`config.mk`:
```
export PLATFORM = sky130hd
export DESIGN_NAME = rs232_packet_rx
export DESIGN_NICKNAME = d
export VERILOG_FILES = /design/src/rtl/rs232_packet_rx.sv
export SDC_FILE = /design/constraint.sdc
export NUM_CORES = 1
export LEC_CHECK = 0
export CAP_MARGIN = 10
export CORE_MARGIN = 4
export CORE_UTILIZATION = 34
export DETAILED_ROUTE_END_ITERATION = 6
export DONT_BUFFER_PORTS = 1
export GPL_TIMING_DRIVEN = 0
export SKIP_CTS_REPAIR_TIMING = 1
export SLEW_MARGIN = 20
export SYNTH_ARGS = -nofsm -noshare
export SYNTH_HDL_FRONTEND = slang
export SYNTH_SLANG_ARGS = --single-unit
```
`constraint.sdc`:
```
create_clock -name clk -period 2.86 [get_ports clk]
set_input_delay 0.286 -clock clk [delete_from_list [all_inputs] [get_ports clk]]
set_output_delay 0.286 -clock clk [all_outputs]
set_load 0.02 [all_outputs]
```
`src/rtl/rs232_packet_rx.sv`:
```
// Serial 8N1 receiver that gathers N frames into one N*n-bit packet word.
// Optional even-parity checking is compiled in with `define RS232_RX_PARITY_EN.
module rs232_packet_rx #(
  parameter int N            = 8,
  parameter int n            = 8,
  parameter int CLKS_PER_BIT = 16
) (
  input  logic                 clk,
  input  logic                 reset,
  input  logic                 rx_in,
  output logic                 start_flag,
  output logic [N*n-1:0]       data_out,
  output logic                 done_flag,
  output logic                 frame_err,
  output logic                 busy,
  output logic [$clog2(N):0]   byte_idx
);

  localparam int BW = (CLKS_PER_BIT > 1) ? $clog2(CLKS_PER_BIT) : 1;
  localparam int CW = $clog2(n + 1);
  localparam int IW = $clog2(N) + 1;

  localparam logic [BW-1:0] HALF_M1  = BW'(CLKS_PER_BIT / 2 - 1);
  localparam logic [BW-1:0] FULL_M1  = BW'(CLKS_PER_BIT - 1);
  localparam logic [CW-1:0] LAST_BIT = CW'(n - 1);
  localparam logic [IW-1:0] LAST_IDX = IW'(N - 1);

`ifdef RS232_RX_PARITY_EN
  typedef enum logic [2:0] {IDLE, START, DATA, PARITY, STOP, RECOVER} state_t;
`else
  typedef enum logic [2:0] {IDLE, START, DATA, STOP, RECOVER} state_t;
`endif

  state_t           state_reg, state_next;
  logic [1:0]       sync_reg;
  logic             rxs;
  logic [BW-1:0]    baud_reg, baud_next;
  logic [CW-1:0]    bit_reg, bit_next;
  logic [n-1:0]     shift_reg, shift_next;
  logic [IW-1:0]    idx_reg, idx_next;
  logic [N*n-1:0]   slot_reg, slot_next, slot_merged;
  logic [N*n-1:0]   data_reg, data_next;
  logic             start_reg, start_next;
  logic             done_reg, done_next;
  logic             ferr_reg, ferr_next;
  logic             tick_half, tick_full;
`ifdef RS232_RX_PARITY_EN
  logic             par_err_reg, par_err_next;
`endif

  // Two-flop synchronizer; idles high so reset never looks like a start bit.
  always_ff @(posedge clk or negedge reset) begin
    if (!reset) sync_reg <= 2'b11;
    else        sync_reg <= {sync_reg[0], rx_in};
  end
  assign rxs = sync_reg[1];

  assign tick_half = (baud_reg == HALF_M1);
  assign tick_full = (baud_reg == FULL_M1);

  // Slot buffer with the freshly received byte dropped into position idx_reg.
  for (genvar gi = 0; gi < N; gi++) begin : g_slot
    assign slot_merged[gi*n +: n] = (idx_reg == IW'(gi)) ? shift_reg : slot_reg[gi*n +: n];
  end

  always_ff @(posedge clk or negedge reset) begin
    if (!reset) begin
      state_reg   <= IDLE;
      baud_reg    <= '0;
      bit_reg     <= '0;
      shift_reg   <= '0;
      idx_reg     <= '0;
      slot_reg    <= '0;
      data_reg    <= '0;
      start_reg   <= 1'b0;
      done_reg    <= 1'b0;
      ferr_reg    <= 1'b0;
`ifdef RS232_RX_PARITY_EN
      par_err_reg <= 1'b0;
`endif
    end else begin
      state_reg   <= state_next;
      baud_reg    <= baud_next;
      bit_reg     <= bit_next;
      shift_reg   <= shift_next;
      idx_reg     <= idx_next;
      slot_reg    <= slot_next;
      data_reg    <= data_next;
      start_reg   <= start_next;
      done_reg    <= done_next;
      ferr_reg    <= ferr_next;
`ifdef RS232_RX_PARITY_EN
      par_err_reg <= par_err_next;
`endif
    end
  end

  always_comb begin
    state_next   = state_reg;
    baud_next    = baud_reg;
    bit_next     = bit_reg;
    shift_next   = shift_reg;
    idx_next     = idx_reg;
    slot_next    = slot_reg;
    data_next    = data_reg;
    start_next   = 1'b0;
    done_next    = 1'b0;
    ferr_next    = 1'b0;
`ifdef RS232_RX_PARITY_EN
    par_err_next = par_err_reg;
`endif
    case (state_reg)
      IDLE: begin
        if (!rxs) begin
          baud_next  = '0;
          state_next = START;
        end
      end
      START: begin
        if (tick_half) begin
          baud_next = '0;
          if (rxs) begin
            state_next = IDLE;
          end else begin
            state_next = DATA;
            bit_next   = '0;
            start_next = (idx_reg == '0);
          end
        end else begin
          baud_next = baud_reg + 1'b1;
        end
      end
      DATA: begin
        if (tick_full) begin
          baud_next  = '0;
          shift_next = {rxs, shift_reg[n-1:1]};
          bit_next   = bit_reg + 1'b1;
          if (bit_reg == LAST_BIT) begin
`ifdef RS232_RX_PARITY_EN
            state_next = PARITY;
`else
            state_next = STOP;
`endif
          end
        end else begin
          baud_next = baud_reg + 1'b1;
        end
      end
`ifdef RS232_RX_PARITY_EN
      PARITY: begin
        if (tick_full) begin
          baud_next    = '0;
          par_err_next = ^{shift_reg, rxs};
          state_next   = STOP;
        end else begin
          baud_next = baud_reg + 1'b1;
        end
      end
`endif
      STOP: begin
        if (tick_full) begin
          baud_next = '0;
          if (!rxs) begin
            ferr_next  = 1'b1;
            idx_next   = '0;
            state_next = RECOVER;
`ifdef RS232_RX_PARITY_EN
          end else if (par_err_reg) begin
            ferr_next  = 1'b1;
            idx_next   = '0;
            state_next = IDLE;
`endif
          end else begin
            slot_next  = slot_merged;
            state_next = IDLE;
            if (idx_reg == LAST_IDX) begin
              data_next = slot_merged;
              done_next = 1'b1;
              idx_next  = '0;
            end else begin
              idx_next = idx_reg + 1'b1;
            end
          end
        end else begin
          baud_next = baud_reg + 1'b1;
        end
      end
      RECOVER: begin
        // Line held low after a bad stop bit: wait for idle before hunting again.
        if (rxs) state_next = IDLE;
      end
      default: state_next = IDLE;
    endcase
  end

  assign start_flag = start_reg;
  assign done_flag  = done_reg;
  assign frame_err  = ferr_reg;
  assign data_out   = data_reg;
  assign byte_idx   = idx_reg;
  assign busy       = (state_reg != IDLE) || (idx_reg != '0);

endmodule
```
==> metrics <==
status=finished, violations left; failing checks=hold timing; Clock Tree Root=clkbuf_16; Mapped Nets=461; Core Rows=51; minimum clock period=2.533 ns; share of cells above drive strength 1=52.58%; ant diodes=0; initial core utilization=34.53%; GRT Overall Usage=14.58%; Routed WL per cell=20.45 um; Clk pwr share=46.8%; Mapped Cells=452; clk_lat worst skew=0.43 ns; Highest Signal Layer=met4; sequential power share=46.9%; FMAX=394.8 MHz; period utilisation layout=88.56%; EDFF count, synth=0; Die Wd=148.4 um; Sink Count=148; first-pass GRT wire length=24.29 mm; # nets final=481; Hold WS=-0.4403 ns; Post-route DRC=0; max-cap viol count=0; Layout area overhead=13.77%; DR iter-0 viols=230; synth warn=0; worst slew pin tran=0.7397 ns; worst-path fanout max=9; CTS buffer count=17; CP required=3.17 ns; Final Instance Count excl. Fillers=750; initial antenna violation count=0; Crit. End Element=flop; DIE AREA=22,010 um^2; Largest register FFs=64; Hold Crit Class=primary input to async pin; Slew Limit Fails=0; pin count of the biggest net entering global routing=149; combinational fraction of design power=6.3%; switching power=1181 uW; H-tree depth=4; Worst EP arrival=2.84 ns; VDD IR max=0.0003841 V; cell area after synthesis=6699 um^2; Synth cell types=48; Routed WL=15.34 mm; RePlAce Congestion=0.7934; Max clock buf depth=2; Seq/Total Area, Yosys=55.32%; P_leak=0.003748 uW; top_reg_cell synth=dfrtp_1; Max-slew headroom=50.47%; antenna viol nets, final=0; Met1 Wirelength=6.996 mm; Setup Skew=0.01099 ns; sw frac=25.23%; Die Y=148.4 um; Yosys reg bits=148; PwrDens=614.2 nW/um^2; IO Pins=75; critical path class=flop to flop; Final Hold Fails=148; PortBufs=0; post-place setup slack=0.3684 ns; met2 wire length=7.181 mm; final setup margin=0.3273 ns; Routed met3 length=891 um; HPWL Detailed=10.19 mm; vias=3,745; Reg clk slew, reported paths=0.07 ns; CTS tree=yes; Pint=3500 uW; Critical Path Source Type=flop; Post-synth ARST share=100.0%; vias in the first global route=3,993; setup tns final=0 ns; vias per cell=4.993; Mapped Avg Cell Area=14.82 um^2; core area=19,400 um^2; final setup vio count=0; Congestion Overflow GR=0; # placed instances=717; drt pass-1 iters=6; RSZ-0062 raised after global routing=false
## cell usage in the layout, fill, tap and decap left out, drive strengths merged, types with 2 or more instances in the layout
cell type,n
nand2b,2
ha,6
dfrtp,146
nor4b,2
mux2,186
buf,25
clkinv,4
nand3,6
clkbuf,21
a21oi,3
nor3b,9
o2bb2ai,2
inv,12
nand4b,2
or3b,4
nand3b,7
dfstp,2
o21ai,6
clkinvlp,3
and3,2
nand2,5
nor3,5
or2,2
nor2,4
## power groups by stage
| stage | registers (uW) | clock network [uW] | logic (uW) |
|---|---|---|---|
| floorplan | 2220 | 0 | 238 |
| global placement | 2230 | 0 | 280 |
| detailed placement | 2240 | 0 | 290 |
| CTS | 2200 | 2240 | 292 |
| global route | 2200 | 2350 | 333 |
| finish | 2200 | 2190 | 293 |
## through the flow
step / utilization, % / instance area (um^2) / total power, uW
after floorplan: - / 6699 / 2455
after global placement: 36.24 / 7030 / 2511
after detailed placement: 36.24 / 7030 / 2526
after CTS: 39.24 / 7611 / 4729
after global routing: 39.29 / 7621 / 4887
final: 39.29 / 7621 / 4681
## final cells by class
type                       instances  area [um^2]
fill                            1809        11780
sequential                       148         3706
multi-input combinational        270         2818
clock buffer                      18        439.2
tap                              265        331.6
buffer                            28        152.6
clock inverter                    14        141.4
inverter                           6        22.52
timing repair buffer               1        10.01
## worst max-delay path: stages (launching register included)
cell and delay [ns]:
dfrtp_1 0.60, ha_1 0.32, nor3b_4 0.56, nor3b_4 0.53, mux2_2 0.40
## path summary, 6_finish.rpt
kind / startpoint / to / slack [ns] / cells past startpoint
min in group clk: sync_reg[0]$_DFF_PN1_ / sync_reg[1]$_DFF_PN1_ / 0.36 / 0
worst min-delay path: reset / slot_reg[51]$_DFFE_PN0P_ / -0.44 / 0
max in group asynchronous: reset / data_out[24]$_DFFE_PN0P_ / 3.09 / 0
worst max register to register: byte_idx[0]$_DFFE_PN0P_ / slot_reg[24]$_DFFE_PN0P_ / 0.33 / 4
worst max-delay path: byte_idx[0]$_DFFE_PN0P_ / slot_reg[24]$_DFFE_PN0P_ / 0.33 / 4
worst min register to register: sync_reg[0]$_DFF_PN1_ / sync_reg[1]$_DFF_PN1_ / 0.36 / 0
## logic make-up after synthesis
logic type | count (synthesis) | share of synthesized area, %
AND/OR/NAND/NOR | 52 | 6.724
AO/OA/AOI/OAI | 24 | 2.671
multiplexers | 187 | 31.42
adder cells (fa/ha/maj) | 6 | 1.121
flip-flops | 148 | 55.32
XOR/XNOR | 1 | 0.1308
buffers and inverters | 34 | 2.615
## layer usage
layer / vias to the layer above / GRT usage [%]
met5: - / 0
met4: 0 / 4.296
met3: 18 / 5.149
met2: 69 / 21.97
met1: 1961 / 19.95
li1: 1697 / -
## cells in the mapped netlist (5+ instances only)
master	instances	area, um^2
nand3b_1	7	52.55
nor3b_4	5	93.84
nand2_1	5	18.77
ha_1	6	75.07
buf_4	8	60.06
inv_1	6	22.52
o21ai_0	6	30.03
dfrtp_1	146	3654
nand3_1	5	25.02
buf_2	8	40.04
buf_1	8	30.03
mux2_2	186	2095
(Power assumes the default switching activity.)
